==> src/rtl/spi_slave_port.sv <==
// spi_slave_port: SPI mode 0 responder, oversampled in the i_clk domain.
// Full-duplex bytes, MSB first, with a one-entry TX holding buffer and a
// one-entry RX output register, both behind valid/ready handshakes.
// Optional feature macro: SPI_SLAVE_ERR_FLAGS_EN (sticky overrun/underrun
// flags). With it undefined the flags are tied low and i_err_clr is unused.
module spi_slave_port #(
  parameter int         SYNC_STAGES = 2,
  parameter logic [7:0] TX_FILL     = 8'hFF
) (
  input  logic       i_clk,
  input  logic       i_reset_n,
  input  logic       i_spi_sclk,
  input  logic       i_spi_mosi,
  input  logic       i_spi_ss_n,
  output logic       o_spi_miso,
  output logic       o_spi_miso_oe,
  input  logic [7:0] i_tx_data,
  input  logic       i_tx_valid,
  output logic       o_tx_ready,
  output logic [7:0] o_rx_data,
  output logic       o_rx_valid,
  input  logic       i_rx_ready,
  output logic       o_busy,
  output logic       o_rx_overrun,
  output logic       o_tx_underrun,
  input  logic       i_err_clr
);

  localparam logic ST_IDLE   = 1'b0;
  localparam logic ST_ACTIVE = 1'b1;

  // Edges after reset until both the synced ss_n and its delayed copy hold
  // real pin samples rather than reset values.
  localparam int SETTLE_MAX = SYNC_STAGES + 1;
  localparam int SW         = $clog2(SYNC_STAGES + 2);

  logic [SYNC_STAGES-1:0] sclk_sync_q, mosi_sync_q, ssn_sync_q;
  logic                   sclk_prev_q, ssn_prev_q;
  logic [SW-1:0]          settle_q;

  logic sclk_s, mosi_s, ssn_s;
  logic sclk_rise, sclk_fall, ss_fall, settled;

  // Synchronizer chains, sclk/ss_n delay flops and the post-reset settle counter.
  always_ff @(posedge i_clk) begin
    // NOTE: sequential state uses non-blocking (<=) so every flop samples
    // pre-edge values; blocking here would collapse the synchronizer chain.
    if (!i_reset_n) begin
      // NOTE: ss_n resets to "deselected" so o_busy reads 0 during reset and
      // the pad state cannot look like a select until the chain is refilled.
      sclk_sync_q <= '0;
      mosi_sync_q <= '0;
      ssn_sync_q  <= '1;
      sclk_prev_q <= 1'b0;
      ssn_prev_q  <= 1'b1;
      settle_q    <= '0;
    end else begin
      sclk_sync_q <= {sclk_sync_q[SYNC_STAGES-2:0], i_spi_sclk};
      mosi_sync_q <= {mosi_sync_q[SYNC_STAGES-2:0], i_spi_mosi};
      ssn_sync_q  <= {ssn_sync_q[SYNC_STAGES-2:0], i_spi_ss_n};
      sclk_prev_q <= sclk_s;
      ssn_prev_q  <= ssn_s;
      if (!settled) settle_q <= settle_q + 1'b1;
    end
  end

  assign sclk_s    = sclk_sync_q[SYNC_STAGES-1];
  assign mosi_s    = mosi_sync_q[SYNC_STAGES-1];
  assign ssn_s     = ssn_sync_q[SYNC_STAGES-1];
  assign settled   = (settle_q == SW'(SETTLE_MAX));
  assign sclk_rise = sclk_s & ~sclk_prev_q;
  assign sclk_fall = ~sclk_s & sclk_prev_q;
  // A select held low through reset is not a fresh fall: only accept a
  // high-to-low seen on real samples.
  assign ss_fall   = settled & ssn_prev_q & ~ssn_s;

  logic       state_q,    state_d;
  logic [2:0] bit_cnt_q,  bit_cnt_d;
  logic [7:0] rx_shift_q, rx_shift_d;
  logic [7:0] tx_shift_q, tx_shift_d;
  logic [7:0] txbuf_q,    txbuf_d;
  logic       txfull_q,   txfull_d;
  logic [7:0] rx_data_q,  rx_data_d;
  logic       rx_valid_q, rx_valid_d;
  logic       miso_q,     miso_d;
  logic       oe_q,       oe_d;
  logic       ovr_evt, und_evt, load_shift, byte_done;
  logic       tx_accept, rx_accept;

  assign tx_accept = i_tx_valid & ~txfull_q;
  assign rx_accept = i_rx_ready & rx_valid_q;

  // Frame FSM, RX/TX shifters and both handshake buffers.
  always_comb begin
    // NOTE: every signal gets a default first so no path leaves one
    // unassigned, which would otherwise infer a latch.
    state_d    = state_q;
    bit_cnt_d  = bit_cnt_q;
    rx_shift_d = rx_shift_q;
    tx_shift_d = tx_shift_q;
    txbuf_d    = txbuf_q;
    txfull_d   = txfull_q;
    rx_data_d  = rx_data_q;
    rx_valid_d = rx_valid_q;
    ovr_evt    = 1'b0;
    und_evt    = 1'b0;
    load_shift = 1'b0;
    byte_done  = 1'b0;

    case (state_q)
      ST_IDLE: begin
        bit_cnt_d = 3'd0;
        if (ss_fall) begin
          state_d    = ST_ACTIVE;
          load_shift = 1'b1;
        end
      end
      default: begin
        if (ssn_s) begin
          // Deselect: drop any partial byte; the holding buffer is kept.
          state_d    = ST_IDLE;
          bit_cnt_d  = 3'd0;
          rx_shift_d = 8'd0;
        end else begin
          if (sclk_rise) begin
            rx_shift_d = {rx_shift_q[6:0], mosi_s};
            bit_cnt_d  = bit_cnt_q + 3'd1;
            byte_done  = (bit_cnt_q == 3'd7);
          end
          if (sclk_fall) begin
            if (bit_cnt_q != 3'd0) begin
              tx_shift_d = {tx_shift_q[6:0], 1'b0};
            end else begin
              load_shift = 1'b1;
              und_evt    = ~txfull_q;
            end
          end
        end
      end
    endcase

    // Shifter load takes the old buffer content before any new byte lands.
    if (load_shift) begin
      tx_shift_d = txfull_q ? txbuf_q : TX_FILL;
      if (txfull_q) txfull_d = 1'b0;
    end
    if (tx_accept) begin
      txbuf_d  = i_tx_data;
      txfull_d = 1'b1;
    end

    if (rx_accept) rx_valid_d = 1'b0;
    if (byte_done) begin
      if (!rx_valid_q || rx_accept) begin
        rx_data_d  = {rx_shift_q[6:0], mosi_s};
        rx_valid_d = 1'b1;
      end else begin
        ovr_evt = 1'b1;
      end
    end

    oe_d   = (state_d == ST_ACTIVE);
    miso_d = oe_d ? tx_shift_d[7] : 1'b0;
  end

  // Register the FSM, data path and MISO pad outputs.
  always_ff @(posedge i_clk) begin
    if (!i_reset_n) begin
      state_q    <= ST_IDLE;
      bit_cnt_q  <= 3'd0;
      rx_shift_q <= 8'd0;
      tx_shift_q <= 8'd0;
      txbuf_q    <= 8'd0;
      txfull_q   <= 1'b0;
      rx_data_q  <= 8'd0;
      rx_valid_q <= 1'b0;
      miso_q     <= 1'b0;
      oe_q       <= 1'b0;
    end else begin
      state_q    <= state_d;
      bit_cnt_q  <= bit_cnt_d;
      rx_shift_q <= rx_shift_d;
      tx_shift_q <= tx_shift_d;
      txbuf_q    <= txbuf_d;
      txfull_q   <= txfull_d;
      rx_data_q  <= rx_data_d;
      rx_valid_q <= rx_valid_d;
      miso_q     <= miso_d;
      oe_q       <= oe_d;
    end
  end

`ifdef SPI_SLAVE_ERR_FLAGS_EN
  logic ovr_flag_q, und_flag_q;

  // Sticky error flags; a clear in the same cycle as an event wins.
  always_ff @(posedge i_clk) begin
    if (!i_reset_n) begin
      ovr_flag_q <= 1'b0;
      und_flag_q <= 1'b0;
    end else if (i_err_clr) begin
      ovr_flag_q <= 1'b0;
      und_flag_q <= 1'b0;
    end else begin
      ovr_flag_q <= ovr_flag_q | ovr_evt;
      und_flag_q <= und_flag_q | und_evt;
    end
  end

  assign o_rx_overrun  = ovr_flag_q;
  assign o_tx_underrun = und_flag_q;
`else
  logic unused_err;
  assign unused_err    = ^{i_err_clr, ovr_evt, und_evt};
  assign o_rx_overrun  = 1'b0;
  assign o_tx_underrun = 1'b0;
`endif

  assign o_spi_miso    = miso_q;
  assign o_spi_miso_oe = oe_q;
  assign o_tx_ready    = ~txfull_q;
  assign o_rx_data     = rx_data_q;
  assign o_rx_valid    = rx_valid_q;
  assign o_busy        = ~ssn_s;

endmodule

==> config.mk <==
export PLATFORM = sky130hd
export DESIGN_NAME = spi_slave_port
export DESIGN_NICKNAME = d
export VERILOG_FILES = /design/src/rtl/spi_slave_port.sv
export SDC_FILE = /design/constraint.sdc
export NUM_CORES = 1
export LEC_CHECK = 0
export CORE_UTILIZATION = 50
export CTS_CLUSTER_DIAMETER = 40
export CTS_CLUSTER_SIZE = 20
export DETAILED_ROUTE_END_ITERATION = 6
export PLACE_DENSITY = 0.76
export SLEW_MARGIN = 20
export SYNTH_ARGS = -nofsm -noshare
export SYNTH_HDL_FRONTEND = slang
export SYNTH_SLANG_ARGS = --single-unit
==> constraint.sdc <==
create_clock -name i_clk -period 1.9 [get_ports i_clk]
set_input_delay 0.285 -clock i_clk [delete_from_list [all_inputs] [get_ports i_clk]]
set_output_delay 0.285 -clock i_clk [all_outputs]
set_load 0.01 [all_outputs]
==> results.txt <==
The flow ran to the end, and the final reports show no timing, DRC or antenna violations. The logs give 0.145 ns for the post-route worst setup slack and 0.36 ns for the clock latency reported for the late side of the worst-skew pair. Leaving out fill and tap cells, the most frequent cell in the layout is sky130_fd_sc_hd__dfxtp_1. After synthesis, the cell types taking the most area are sky130_fd_sc_hd__dfxtp_1 52%, sky130_fd_sc_hd__mux2i_1 9.3%, sky130_fd_sc_hd__a21oi_1 5.2%. The number of max-slew violations in the final report came out at 0. The category of the critical setup timing path was reg2reg.

The number of antenna violations at the first check in global routing is 0, and the minimum clock period is 1.75 ns. For the worst setup path, the data required time is 2.12 ns. STA classifies the critical path endpoint as a flop. After clock tree synthesis, the clock-pin slew on the worst setup and hold paths is 0.12 ns. The total congestion overflow after global routing was 0; the number of gates given a new drive strength after cts was 0. The number of buffers inserted during clock tree synthesis came out at 5. The worst voltage drop across the vdd grid was 0.000465 V; the cell count after synthesis was 188. The final estimated routing congestion in global placement is 0.760, and the number of input and output port buffers inserted is 27. The run gives 0 as the count of antenna-violating nets left after detailed routing.

The worst hold path begins at ssn_sync_q[0]. For this design, the CTS-stage hold fixing added 0 buffers. Summed over all layers, the routed wires come to 3.10 mm.

The logs give 1271 for the via count of the first global-routing pass and 0.175 for the global routing usage summed across all routing layers. The async set-or-reset flop fraction in the synthesized netlist is 0, and the count of different cell masters after synthesis is 32. The length in cells of the worst reg-to-reg path is 6. Entering global routing, the biggest net connects 29 pins.

Max-cap violations in this run came to 0. After synthesis, the largest family of logic cells by area is simple AND/OR/NAND/NOR gates. The deepest clock path buffer count is 2, and the hold path depth is 1. The simple logic cell fraction of the synthesized area is 0.167, and the clock net sink count is 48.

Between clock sinks in the finished design, the worst skew comes to 0.00926 ns. For this design, the slowest cell found on the critical path is sky130_fd_sc_hd__a211o_1. The delay of the slowest critical-path stage came out at 0.53 ns.

Excluding fillers, the count of instances in the completed layout stands at 264. The path class of the tightest hold or removal check is reg2reg. The placed wire-length estimate after detailed placement is 2.34 mm, and the compound-gate portion of the synthesized area is 0.130. TritonCTS built the clock tree. In the final routed layout, each cell accounts on average for 11.7 um. For this design the ratio of total power to cell area is 764 nW/um2.

Startpoint kind of the worst setup timing path: a flop. The library cells used most frequently in the layout, excluding fill and tap cells, are 48 x sky130_fd_sc_hd__dfxtp_1, 27 x sky130_fd_sc_hd__clkdlybuf4s50_1, 22 x sky130_fd_sc_hd__nor2_1. The analysis attributes to cell leakage a power of 0.910 nW. Across all register-to-register paths, the minimum setup slack is 0.15 ns. The cell area after synthesis was 1830 um2; the post-synthesis average cell area was 9.75 um2.

The total of flip-flops plus latches after synthesis works out to 48. Among all flip-flop cells after synthesis, the most frequent one is sky130_fd_sc_hd__dfxtp_1. Counting flops with a built-in enable in the synthesized netlist gives 0. The wire length of the first global-routing pass is 5.38 mm. Static timing analysis puts the maximum clock frequency at 0.570 GHz. The post-synthesis share of cell area spent on full adders, half adders and majority gates works out to 0.0273. The routed via count divided by cell count works out to 5.15. The total area inside the core boundary comes to 3420 um2. Across all layers, the routed design uses 1359 vias. The mux cell area share after synthesis came out at 0.0928.

After detailed routing, the number of remaining DRC violations is 0. The starting density of the core came out at 0.537. Relative to the synthesized area, the layout overhead comes to 19.6%. The run gives 256 as the number of placed instances, taps included. The fraction of final layout cells sized beyond drive strength 1 is 0.0734. During synthesis, Yosys emitted a total of 0 warnings.

In this run the core area contains 21 standard-cell rows. The worst-margin pin slew is 0.563 ns. Setup repair after global routing left no endpoint under its margin.

In this run the critical register-to-register path is captured at tx_shift_q[3]. Data on the critical path arrives at its endpoint at 1.98 ns. Summed over all failing endpoints, the final setup total negative slack is 0 ns.

The logs give 237 for the final net count and 2 for the maximum level of the CTS H-tree. The ratio of final minimum period to clock period came out at 0.924. The xor and xnor fraction of the mapped netlist area was 0.00956; the die span in x was 62.5 um. For this design the top-level I/O count stands at 31. Traced cell by cell, the critical path runs through inv_1 > ha_1 > nand4bb_1 > a211o_1 > o31ai_1 > a21oi_1. Along the worst path, the maximum fanout reaches 19. The fraction of synthesized cell area taken by the top area cell type is 0.524. The final count of negative-setup-slack endpoints is 0.

The worst hold path terminates at ssn_sync_q[1]. After clock tree synthesis, the setup repair step added 0 buffers. The startpoint identified for the worst register-to-register timing path is bit_cnt_q[0].

The root buffer cell chosen for the clock tree is sky130_fd_sc_hd__clkbuf_4. The largest area contributor in the netlist is sky130_fd_sc_hd__dfxtp_1. Relative max-transition margin: 0.625. The number of failing hold endpoints at the final stage is 0. After the first detailed-routing iteration, the DRC count stood at 35.

The register area share after synthesis came out at 0.524. The full die area is 3910 um2. The first TritonRoute pass finished after 4 iterations. The die is 62.5 um tall. The tools report the worst setup slack before clock tree synthesis as 0.154 ns.

Antenna diode count: 0.
-- registers in the layout, indices dropped and copies added (netlist names), 2 cells and up --
name	flops
bit_cnt_q	3
mosi_sync_q	2
o_rx_data	8
rx_shift_q	7
sclk_sync_q	2
settle_q	2
ssn_sync_q	2
tx_shift_q	8
txbuf_q	8
-- routing by layer --
metal,global-route usage,vias to the layer above,share of wire
met3,0.0547,3,0.042
met5,0,-,0
met1,0.194,634,0.43
met2,0.314,34,0.52
met4,0.0610,0,0.012
li1,-,688,-
-- stage by stage --
stage | hold slack, ns | total power (W) | utilization | area [um2]
floorplan | 0.358 | 0.00116 | - | 1840
global placement | 0.390 | 0.00121 | 0.625 | 2130
detailed placement | 0.405 | 0.00122 | 0.625 | 2130
CTS | 0.434 | 0.00169 | 0.642 | 2190
global route | 0.450 | 0.00177 | 0.642 | 2190
finish | 0.434 | 0.00168 | 0.642 | 2190
-- logic make-up after synthesis --
kind of cell / count (synthesis)
AO/OA/AOI/OAI: 38
XOR/XNOR: 2
adder cells (fa/ha/maj): 4
buffers and inverters: 16
flip-flops: 48
multiplexers: 17
other: 1
AND/OR/NAND/NOR: 62
-- critical path: cells and delay by family, from the launching register on --
family | cells | cell delay [ns]
buf+inv | 1 | 0.06
compound gates | 3 | 0.92
flops | 1 | 0.36
simple gates | 1 | 0.11
fa+ha+maj | 1 | 0.17
-- worst max path at each step --
stage	slack (ns)	cells past startpoint	endpoint	startpoint
floorplan	0.45	8	txfull_q	bit_cnt_q[0]
global placement	0.24	6	tx_shift_q[2]	bit_cnt_q[0]
detailed placement	0.15	6	tx_shift_q[3]	bit_cnt_q[0]
CTS	0.14	6	tx_shift_q[3]	bit_cnt_q[0]
global route	0.007	5	o_spi_miso	settle_q[0]
finish	0.15	6	tx_shift_q[3]	bit_cnt_q[0]
-- area by class of cell --
type,count,area (um2)
repair buffers,32,308
inverters,5,18.8
multi-input cells,125,788
flip-flops and latches,48,961
fillers,285,1220
well taps,46,57.6
clock buffers,8,58.8
-- cell usage after synthesis, types with 3 or more instances --
| library cell | count |
|---|---|
| sky130_fd_sc_hd__nand2_1 | 21 |
| sky130_fd_sc_hd__clkbuf_1 | 4 |
| sky130_fd_sc_hd__o31ai_1 | 6 |
| sky130_fd_sc_hd__dfxtp_1 | 48 |
| sky130_fd_sc_hd__a22oi_1 | 7 |
| sky130_fd_sc_hd__and2_1 | 5 |
| sky130_fd_sc_hd__mux2i_1 | 17 |
| sky130_fd_sc_hd__a21oi_1 | 19 |
| sky130_fd_sc_hd__inv_1 | 4 |
| sky130_fd_sc_hd__nor2_1 | 22 |
| sky130_fd_sc_hd__nand2b_1 | 5 |
| sky130_fd_sc_hd__ha_1 | 4 |
| sky130_fd_sc_hd__buf_4 | 3 |
-- power breakdown --
part | switching, W | total, W | leakage, nW | internal [W]
combinational | 0.0000669 | 0.000138 | 0.487 | 0.0000715
clock | 0.000295 | 0.000478 | 0.0326 | 0.000183
sequential | 0.0000200 | 0.00106 | 0.390 | 0.00104
total | 0.000382 | 0.00168 | 0.910 | 0.00129
Power figures use the tool's default switching activity.
